File: src/rtl/conv_pkg.sv
// Shared widths, saturation helper and pipeline control bundle
// for the multi-channel convolution MAC.
package conv_pkg;

  typedef struct packed {
    logic valid;
    logic last;
    logic relu;
  } pctl_t;

  function automatic int calc_p_w(input int img_w, input int wgt_w);
    return img_w + wgt_w + 1;
  endfunction

  function automatic int calc_sum_w(
    input int img_w,
    input int wgt_w,
    input int taps
  );
    return calc_p_w(img_w, wgt_w) + $clog2(taps);
  endfunction

  // Clamp x into the signed range of an acc_w-bit word.
  function automatic logic signed [63:0] sat_clamp(
    input logic signed [63:0] x,
    input int                 acc_w
  );
    logic signed [63:0] hi;
    logic signed [63:0] lo;
    hi = (64'sd1 <<< (acc_w - 1)) - 64'sd1;
    lo = -hi - 64'sd1;
    if (x > hi) return hi;
    if (x < lo) return lo;
    return x;
  endfunction

endpackage

File: src/rtl/conv_mac_pipe_if.sv
// Beat input and group result handshakes of the convolution MAC.
// master drives beats and out_ready, slave is the MAC.
interface conv_mac_pipe_if #(
  parameter int K_H   = 3,
  parameter int K_W   = 3,
  parameter int IMG_W = 8,
  parameter int WGT_W = 8,
  parameter int ACC_W = 24,
  parameter int N_CH  = 4
) ();
  localparam int CW = $clog2(N_CH + 1);

  logic                                  in_valid;
  logic                                  in_ready;
  logic                                  in_last;
  logic                                  relu_en;
  logic [K_H-1:0][K_W-1:0][IMG_W-1:0]    img;
  logic [K_H-1:0][K_W-1:0][WGT_W-1:0]    w;
  logic                                  out_valid;
  logic                                  out_ready;
  logic signed [ACC_W-1:0]               result;
  logic                                  sat;
  logic [CW-1:0]                         ch_cnt;

  modport master (
    output in_valid, in_last, relu_en, img, w, out_ready,
    input  in_ready, out_valid, result, sat, ch_cnt
  );

  modport slave (
    input  in_valid, in_last, relu_en, img, w, out_ready,
    output in_ready, out_valid, result, sat, ch_cnt
  );
endinterface

File: src/rtl/conv_adder_tree.sv
// Registered signed reduction of N taps, one cycle latency,
// holding its output while the pipeline is stalled.
module conv_adder_tree #(
  parameter int N     = 9,
  parameter int IN_W  = 17,
  parameter int OUT_W = 21
) (
  input  logic                     clk,
  input  logic                     rst,
  input  logic                     i_en,
  input  logic [N-1:0][IN_W-1:0]   i_d,
  output logic signed [OUT_W-1:0]  o_sum
);
  logic signed [OUT_W-1:0] w_sum;
  logic signed [OUT_W-1:0] r_sum;

  // Sign-extend every tap and add them up
  always_comb begin
    w_sum = '0;
    for (int i = 0; i < N; i++) begin
      w_sum = w_sum + OUT_W'($signed(i_d[i]));
    end
  end

  // Register the reduced sum
  always_ff @(posedge clk or posedge rst) begin
    if (rst) r_sum <= '0;
    else if (i_en) r_sum <= w_sum;
  end

  assign o_sum = r_sum;
endmodule

File: src/rtl/conv_mac_pipe.sv
// Three-stage K_H x K_W MAC: products, adder tree, channel
// accumulate with saturation, optional ReLU and group output.
module conv_mac_pipe #(
  parameter int K_H   = 3,
  parameter int K_W   = 3,
  parameter int IMG_W = 8,
  parameter int WGT_W = 8,
  parameter int ACC_W = 24,
  parameter int N_CH  = 4
) (
  input logic             clk,
  input logic             rst,
  conv_mac_pipe_if.slave  bus
);
  import conv_pkg::*;

  localparam int NT    = K_H * K_W;
  localparam int P_W   = calc_p_w(IMG_W, WGT_W);
  localparam int SUM_W = calc_sum_w(IMG_W, WGT_W, NT);
  localparam int CW    = $clog2(N_CH + 1);

  logic                    w_en;
  logic                    w_acc;
  logic                    w_s1_last;
  logic [NT-1:0][P_W-1:0]  w_prod;
  logic [NT-1:0][P_W-1:0]  r_prod;
  logic [CW-1:0]           r_cnt;
  pctl_t                   r_s1;
  pctl_t                   r_s2;
  logic signed [SUM_W-1:0] w_sum;

  logic signed [ACC_W:0]   w_base;
  logic signed [ACC_W:0]   w_nxt;
  logic signed [63:0]      w_c64;
  logic signed [ACC_W-1:0] w_clamped;
  logic                    w_ovf;
  logic                    w_load;

  logic signed [ACC_W-1:0] r_acc;
  logic                    r_first;
  logic                    r_sat_st;
  logic [CW-1:0]           r_gcnt;
  logic                    r_out_valid;
  logic signed [ACC_W-1:0] r_result;
  logic                    r_sat;
  logic [CW-1:0]           r_ch_cnt;

  assign w_en      = !(r_out_valid && !bus.out_ready);
  assign w_acc     = bus.in_valid && w_en;
  assign w_s1_last = bus.in_last || (r_cnt == CW'(N_CH - 1));

  // Per-tap products of zero-extended pixel and signed weight
  always_comb begin
    w_prod = '0;
    for (int h = 0; h < K_H; h++) begin
      for (int c = 0; c < K_W; c++) begin
        w_prod[h*K_W+c] =
          P_W'($signed({1'b0, bus.img[h][c]})) *
          P_W'($signed(bus.w[h][c]));
      end
    end
  end

  // S1: capture products and group control, count beats
  always_ff @(posedge clk or posedge rst) begin
    if (rst) begin
      r_s1   <= '0;
      r_prod <= '0;
      r_cnt  <= '0;
    end else if (w_en) begin
      r_s1.valid <= w_acc;
      r_s1.last  <= w_s1_last;
      r_s1.relu  <= bus.relu_en;
      if (w_acc) begin
        r_prod <= w_prod;
        r_cnt  <= w_s1_last ? '0 : r_cnt + 1'b1;
      end
    end
  end

  conv_adder_tree #(
    .N     (NT),
    .IN_W  (P_W),
    .OUT_W (SUM_W)
  ) u_tree (
    .clk   (clk),
    .rst   (rst),
    .i_en  (w_en),
    .i_d   (r_prod),
    .o_sum (w_sum)
  );

  // S2: control travels alongside the adder tree
  always_ff @(posedge clk or posedge rst) begin
    if (rst) r_s2 <= '0;
    else if (w_en) r_s2 <= r_s1;
  end

  // Accumulate in one extra bit, then clamp to ACC_W
  always_comb begin
    w_base    = r_first ? '0 : (ACC_W+1)'(r_acc);
    w_nxt     = w_base + (ACC_W+1)'(w_sum);
    w_c64     = sat_clamp(64'(w_nxt), ACC_W);
    w_clamped = w_c64[ACC_W-1:0];
    w_ovf     = (w_c64 != 64'(w_nxt));
    w_load    = w_en && r_s2.valid && r_s2.last;
  end

  // S3: channel accumulator and group output registers
  always_ff @(posedge clk or posedge rst) begin
    if (rst) begin
      r_acc       <= '0;
      r_first     <= 1'b1;
      r_sat_st    <= 1'b0;
      r_gcnt      <= '0;
      r_out_valid <= 1'b0;
      r_result    <= '0;
      r_sat       <= 1'b0;
      r_ch_cnt    <= '0;
    end else begin
      if (w_en && r_s2.valid) begin
        if (r_s2.last) begin
          r_result <= (r_s2.relu && w_clamped < 0) ? '0 : w_clamped;
          r_sat    <= r_sat_st | w_ovf;
          r_ch_cnt <= r_gcnt + 1'b1;
          r_acc    <= '0;
          r_sat_st <= 1'b0;
          r_first  <= 1'b1;
          r_gcnt   <= '0;
        end else begin
          r_acc    <= w_clamped;
          r_sat_st <= r_sat_st | w_ovf;
          r_first  <= 1'b0;
          r_gcnt   <= r_gcnt + 1'b1;
        end
      end
      if (w_load) r_out_valid <= 1'b1;
      else if (r_out_valid && bus.out_ready) r_out_valid <= 1'b0;
    end
  end

  assign bus.in_ready  = w_en;
  assign bus.out_valid = r_out_valid;
  assign bus.result    = r_result;
  assign bus.sat       = r_sat;
  assign bus.ch_cnt    = r_ch_cnt;
endmodule

File: src/flat_wrapper.sv
// flat-port wrapper written by rule: the top's interface ports become plain ports
module conv_mac_pipe_flat import conv_pkg::*;
#(
  parameter int K_H   = 3,
  parameter int K_W   = 3,
  parameter int IMG_W = 8,
  parameter int WGT_W = 8,
  parameter int ACC_W = 24,
  parameter int N_CH  = 4
)
  (clk, rst, bus_in_valid, bus_in_last, bus_relu_en, bus_img, bus_w, bus_out_ready, bus_in_ready, bus_out_valid, bus_result, bus_sat, bus_ch_cnt);
  conv_mac_pipe_if #(.K_H(K_H), .K_W(K_W), .IMG_W(IMG_W), .WGT_W(WGT_W), .ACC_W(ACC_W), .N_CH(N_CH)) bus_i ();
  input logic clk;
  input logic rst;
  input wire logic [$bits(bus_i.in_valid)-1:0] bus_in_valid;
  input wire logic [$bits(bus_i.in_last)-1:0] bus_in_last;
  input wire logic [$bits(bus_i.relu_en)-1:0] bus_relu_en;
  input wire logic [$bits(bus_i.img)-1:0] bus_img;
  input wire logic [$bits(bus_i.w)-1:0] bus_w;
  input wire logic [$bits(bus_i.out_ready)-1:0] bus_out_ready;
  output wire logic [$bits(bus_i.in_ready)-1:0] bus_in_ready;
  output wire logic [$bits(bus_i.out_valid)-1:0] bus_out_valid;
  output wire logic [$bits(bus_i.result)-1:0] bus_result;
  output wire logic [$bits(bus_i.sat)-1:0] bus_sat;
  output wire logic [$bits(bus_i.ch_cnt)-1:0] bus_ch_cnt;
  assign bus_i.in_valid = bus_in_valid;
  assign bus_i.in_last = bus_in_last;
  assign bus_i.relu_en = bus_relu_en;
  assign bus_i.img = bus_img;
  assign bus_i.w = bus_w;
  assign bus_i.out_ready = bus_out_ready;
  assign bus_in_ready = bus_i.in_ready;
  assign bus_out_valid = bus_i.out_valid;
  assign bus_result = bus_i.result;
  assign bus_sat = bus_i.sat;
  assign bus_ch_cnt = bus_i.ch_cnt;
  conv_mac_pipe #(.K_H(K_H), .K_W(K_W), .IMG_W(IMG_W), .WGT_W(WGT_W), .ACC_W(ACC_W), .N_CH(N_CH)) u_core (.clk(clk), .rst(rst), .bus(bus_i));
endmodule
File: config.mk
export PLATFORM = sky130hd
export DESIGN_NAME = conv_mac_pipe_flat
export DESIGN_NICKNAME = d
export VERILOG_FILES = /design/src/rtl/conv_pkg.sv /design/src/rtl/conv_mac_pipe_if.sv /design/src/rtl/conv_adder_tree.sv /design/src/rtl/conv_mac_pipe.sv /design/src/flat_wrapper.sv
export SDC_FILE = /design/constraint.sdc
export NUM_CORES = 2
export LEC_CHECK = 0
export ABC_CLOCK_PERIOD_IN_PS = 28900
export CORE_MARGIN = 2
export CORE_UTILIZATION = 65
export CTS_CLUSTER_DIAMETER = 120
export DETAILED_ROUTE_END_ITERATION = 8
export DONT_BUFFER_PORTS = 1
export MAX_ROUTING_LAYER = met4
export PLACE_DENSITY = 0.81
export SYNTH_ARGS = -nofsm -noshare
export SYNTH_HDL_FRONTEND = slang
export SYNTH_SLANG_ARGS = --single-unit
File: constraint.sdc
create_clock -name clk -period 28.9 [get_ports clk]
set_input_delay 8.67 -clock clk [delete_from_list [all_inputs] [get_ports clk]]
set_output_delay 8.67 -clock clk [all_outputs]
set_load 0.01 [all_outputs]
==> results by group <==
Setup path
  – Critical path's largest stage delay: between 200 and 300 ps
  – CP Cell Sequence: nor2b_1 -> buf_4 -> clkinv_1
  – Critical path type: primary input to output pin
  – FF-to-FF path depth: 18
  – CP Launch Type: primary input
  – Critical Path RT: between 20000 and 25000 ps
  – Reg2reg start: u_core.r_prod[103]$_DFFE_PP0P_
  – Slowest CP cell: buf_4
  – CP Max Fanout: 24
  – Reg-to-reg endpoint: u_core.u_tree.o_sum[20]$_DFFE_PP0N_
  – Flop2flop setup slack: roughly 24000 ps
  – Critical path arrival: around 9300 ps
  – Crit. End Element: output pin

Global routing
  – Grt total ovfl: 0
  – Busiest metal layer after global routing: met2
  – Largest net degree at the start of global routing: about 130
  – First-pass GRT wire length: 122000 um
  – GR met1 Demand/Resource: 0.386
  – GR Util met2: 0.490
  – Total GRT Usage: 0.294
  – Antenna violations before repair: 0
  – Met3 Use GR: 0.0344
  – Number of global-route vias before repair: 24879

STA
  – Max Slew Vio Count: 0
  – RSZ-0062 raised after global routing: false
  – Final setup fails: 0
  – Setup ws final: approximately 11000 ps
  – Tightest Pin Transition: 1170 ps
  – Fmax: between 50 and 60 MHz
  – Final Hold Fails: 0
  – Rel. slew slack: 0.223
  – Fin crit share: 0.620
  – Final Critical Period: ~18000 ps
  – Fin Setup TNS: 0 ps
  – Worst-case clock skew: ~15 ps

CTS
  – Clk sinks: between 200 and 250
  – # resized after CTS: 0
  – CTS Hold Bufs: 0
  – CTS tree: yes
  – Num CTS Buffers: 25
  – H-tree depth: 1
  – Clk slew on worst S/H paths: roughly 60 ps
  – Clock root buffer: clkbuf_16
  – CTS max path bufs: 3
  – Setup Fix Bufs, Post-CTS: 0
  – Worst skew pair latency: 540 ps

Synthesis
  – Synth cell types: 68
  – Syn Inst Count: ~3600
  – Area leader, netlist: fa_1
  – Yosys warning count: 0
  – Fraction of synthesized area in multiplexers: 0
  – XOR/XNOR Fraction of Synth Area: 0.0312
  – Largest family of logic cells by synthesized area: adder cells
  – Main synth FF type: dfrtp_1
  – Avg Inst Size Synth: 9.13 um2
  – Synth top area share: 0.278
  – Compound-Gate Fraction of Synth Area: 0.0845
  – Post-Syn Nets: roughly 4600
  – Register area share after synthesis: 0.184
  – Ranking of synthesized cells by area: fa_1 28%, dfrtp_1 18%, ha_1 17%
  – FFs w/ async S/R, synth: 1.00
  – Mapped Area: approximately 33000 um2
  – Post-synthesis register bit count: around 240
  – Adder-cell share of the synthesized area: 0.444
  – Simple-gate share of the synthesized area: 0.179
  – Post-synth EDFFs: 0

Detailed routing
  – Number of DRC markers in iteration 0: 1448
  – DRC: 0
  – WL final: a little over 70000 um
  – Detail Route Antenna Nets: 0
  – WL per Instance: 16.9 um
  – Pre-Repair DR Iteration Count: 6
  – DR vias/cell: approximately 5.6
  – Vias: 23907

Place
  – Hpwl dp: between 50000 and 60000 um
  – Placer Congestion: between 0.9 and 1
  – DP Worst Slack: around 11000 ps
  – I/O Buffers: 0

Floorplan
  – Io pins: 180
  – Row count: 82
  – Die Ht: around 230 um
  – CORE AREA: about 50000 um2
  – Die W: 229 um
  – Die area: between 50000 and 60000 um2
  – Starting Density: 0.657

Min path
  – Hold Crit Endpoint: u_core.r_acc[23]$_DFFE_PP0P_
  – Class of the worst hold path: flop to flop
  – Hold Crit Depth: 2
  – Worst hold path startpoint: u_core.r_acc[23]$_DFFE_PP0P_

Status
  – Status: complete, no violations

Final layout
  – Most frequent cells in the layout: 610 x inv_1, 566 x nand2_1, 456 x fa_1
  – Layout cells sized above 1: 0.0212
  – Fillers: 3869
  – Diode count: 0
  – Synth-to-layout area growth: 4.55%
  – Most common cell after layout, fill and taps aside: inv_1
  – Fin nets: 4613
  – Finished Core Util: 0.687

Job
  – Max-cap violations: 0
[state kept, by name, indices dropped and copies added (netlist names), 3 cells and up]
register / cells
u_core.r_prod: 153
u_core.r_cnt: 3
u_core.bus.result: 24
u_core.r_s2: 3
u_core.bus.ch_cnt: 3
u_core.u_tree.o_sum: 21
u_core.r_acc: 24
u_core.r_s1: 3
u_core.r_gcnt: 3
[Yosys cell counts (38+ instances only)]
cell      instances
nand3_1          41
a21o_1           38
xor2_1           56
nor3_1           43
nand2b_1         67
nand2_1         567
o21ai_0         187
a21oi_1          77
xnor2_1          59
inv_1           611
dfrtp_1         240
nor2_1          123
fa_1            456
and2_1          289
ha_1            435
clkbuf_1         49
[worst max-delay path by stage]
stage | startpoint | endpoint | slack (ps) | cells past startpoint
2_1_floorplan | bus_out_ready | bus_in_ready | 10840 | 4
3_3_place_gp | bus_out_ready | bus_in_ready | 10990 | 3
3_5_place_dp | bus_out_ready | bus_in_ready | 10990 | 3
4_1_cts | bus_out_ready | bus_in_ready | 10980 | 3
5_1_grt | bus_out_ready | bus_in_ready | 10950 | 3
6_report | bus_out_ready | bus_in_ready | 10980 | 3
[final cells by class]
type,instances,area [um2],area share
clock buffers,32,712,0.0207
clock inverters,13,113,0.00328
inverters,612,2300,0.0672
multi-input cells,2685,24300,0.707
flip-flops and latches,241,6030,0.176
well taps,672,841,0.0245
repair buffers,7,52.6,0.00153
[cell families after synthesis]
kind of cell / count (synthesis)
simple gates: 1223
fa+ha+maj: 893
compound gates: 453
buf+inv: 668
xor+xnor: 116
flops: 241
[worst max-delay path, delay by kind of cell]
family | cells | cell delay, ps
simple gates | 1 | 100
buf+inv | 2 | 470
[metrics by stage]
| stage | cells | hold WS (ps) | instance area [um2] |
|---|---|---|---|
| 6_report | 4262 | 479 | 34300 |
| 5_1_grt | 4262 | 501 | 34300 |
| 4_1_cts | 4262 | 483 | 34300 |
| 3_5_place_dp | 4217 | 466 | 33500 |
| 3_3_place_gp | 4217 | 453 | 33500 |
| 2_1_floorplan | 3594 | 439 | 32800 |
[routing by layer]
layer / part of all wire / vias up
li1: - / 11316
met1: 0.43 / 11849
met2: 0.50 / 619
met3: 0.053 / 123
met4: 0.026 / 0
met5: 0 / -
Power is not shown: default switching activity piles up to over one toggle a cycle in this logic, so the estimate is an artifact.
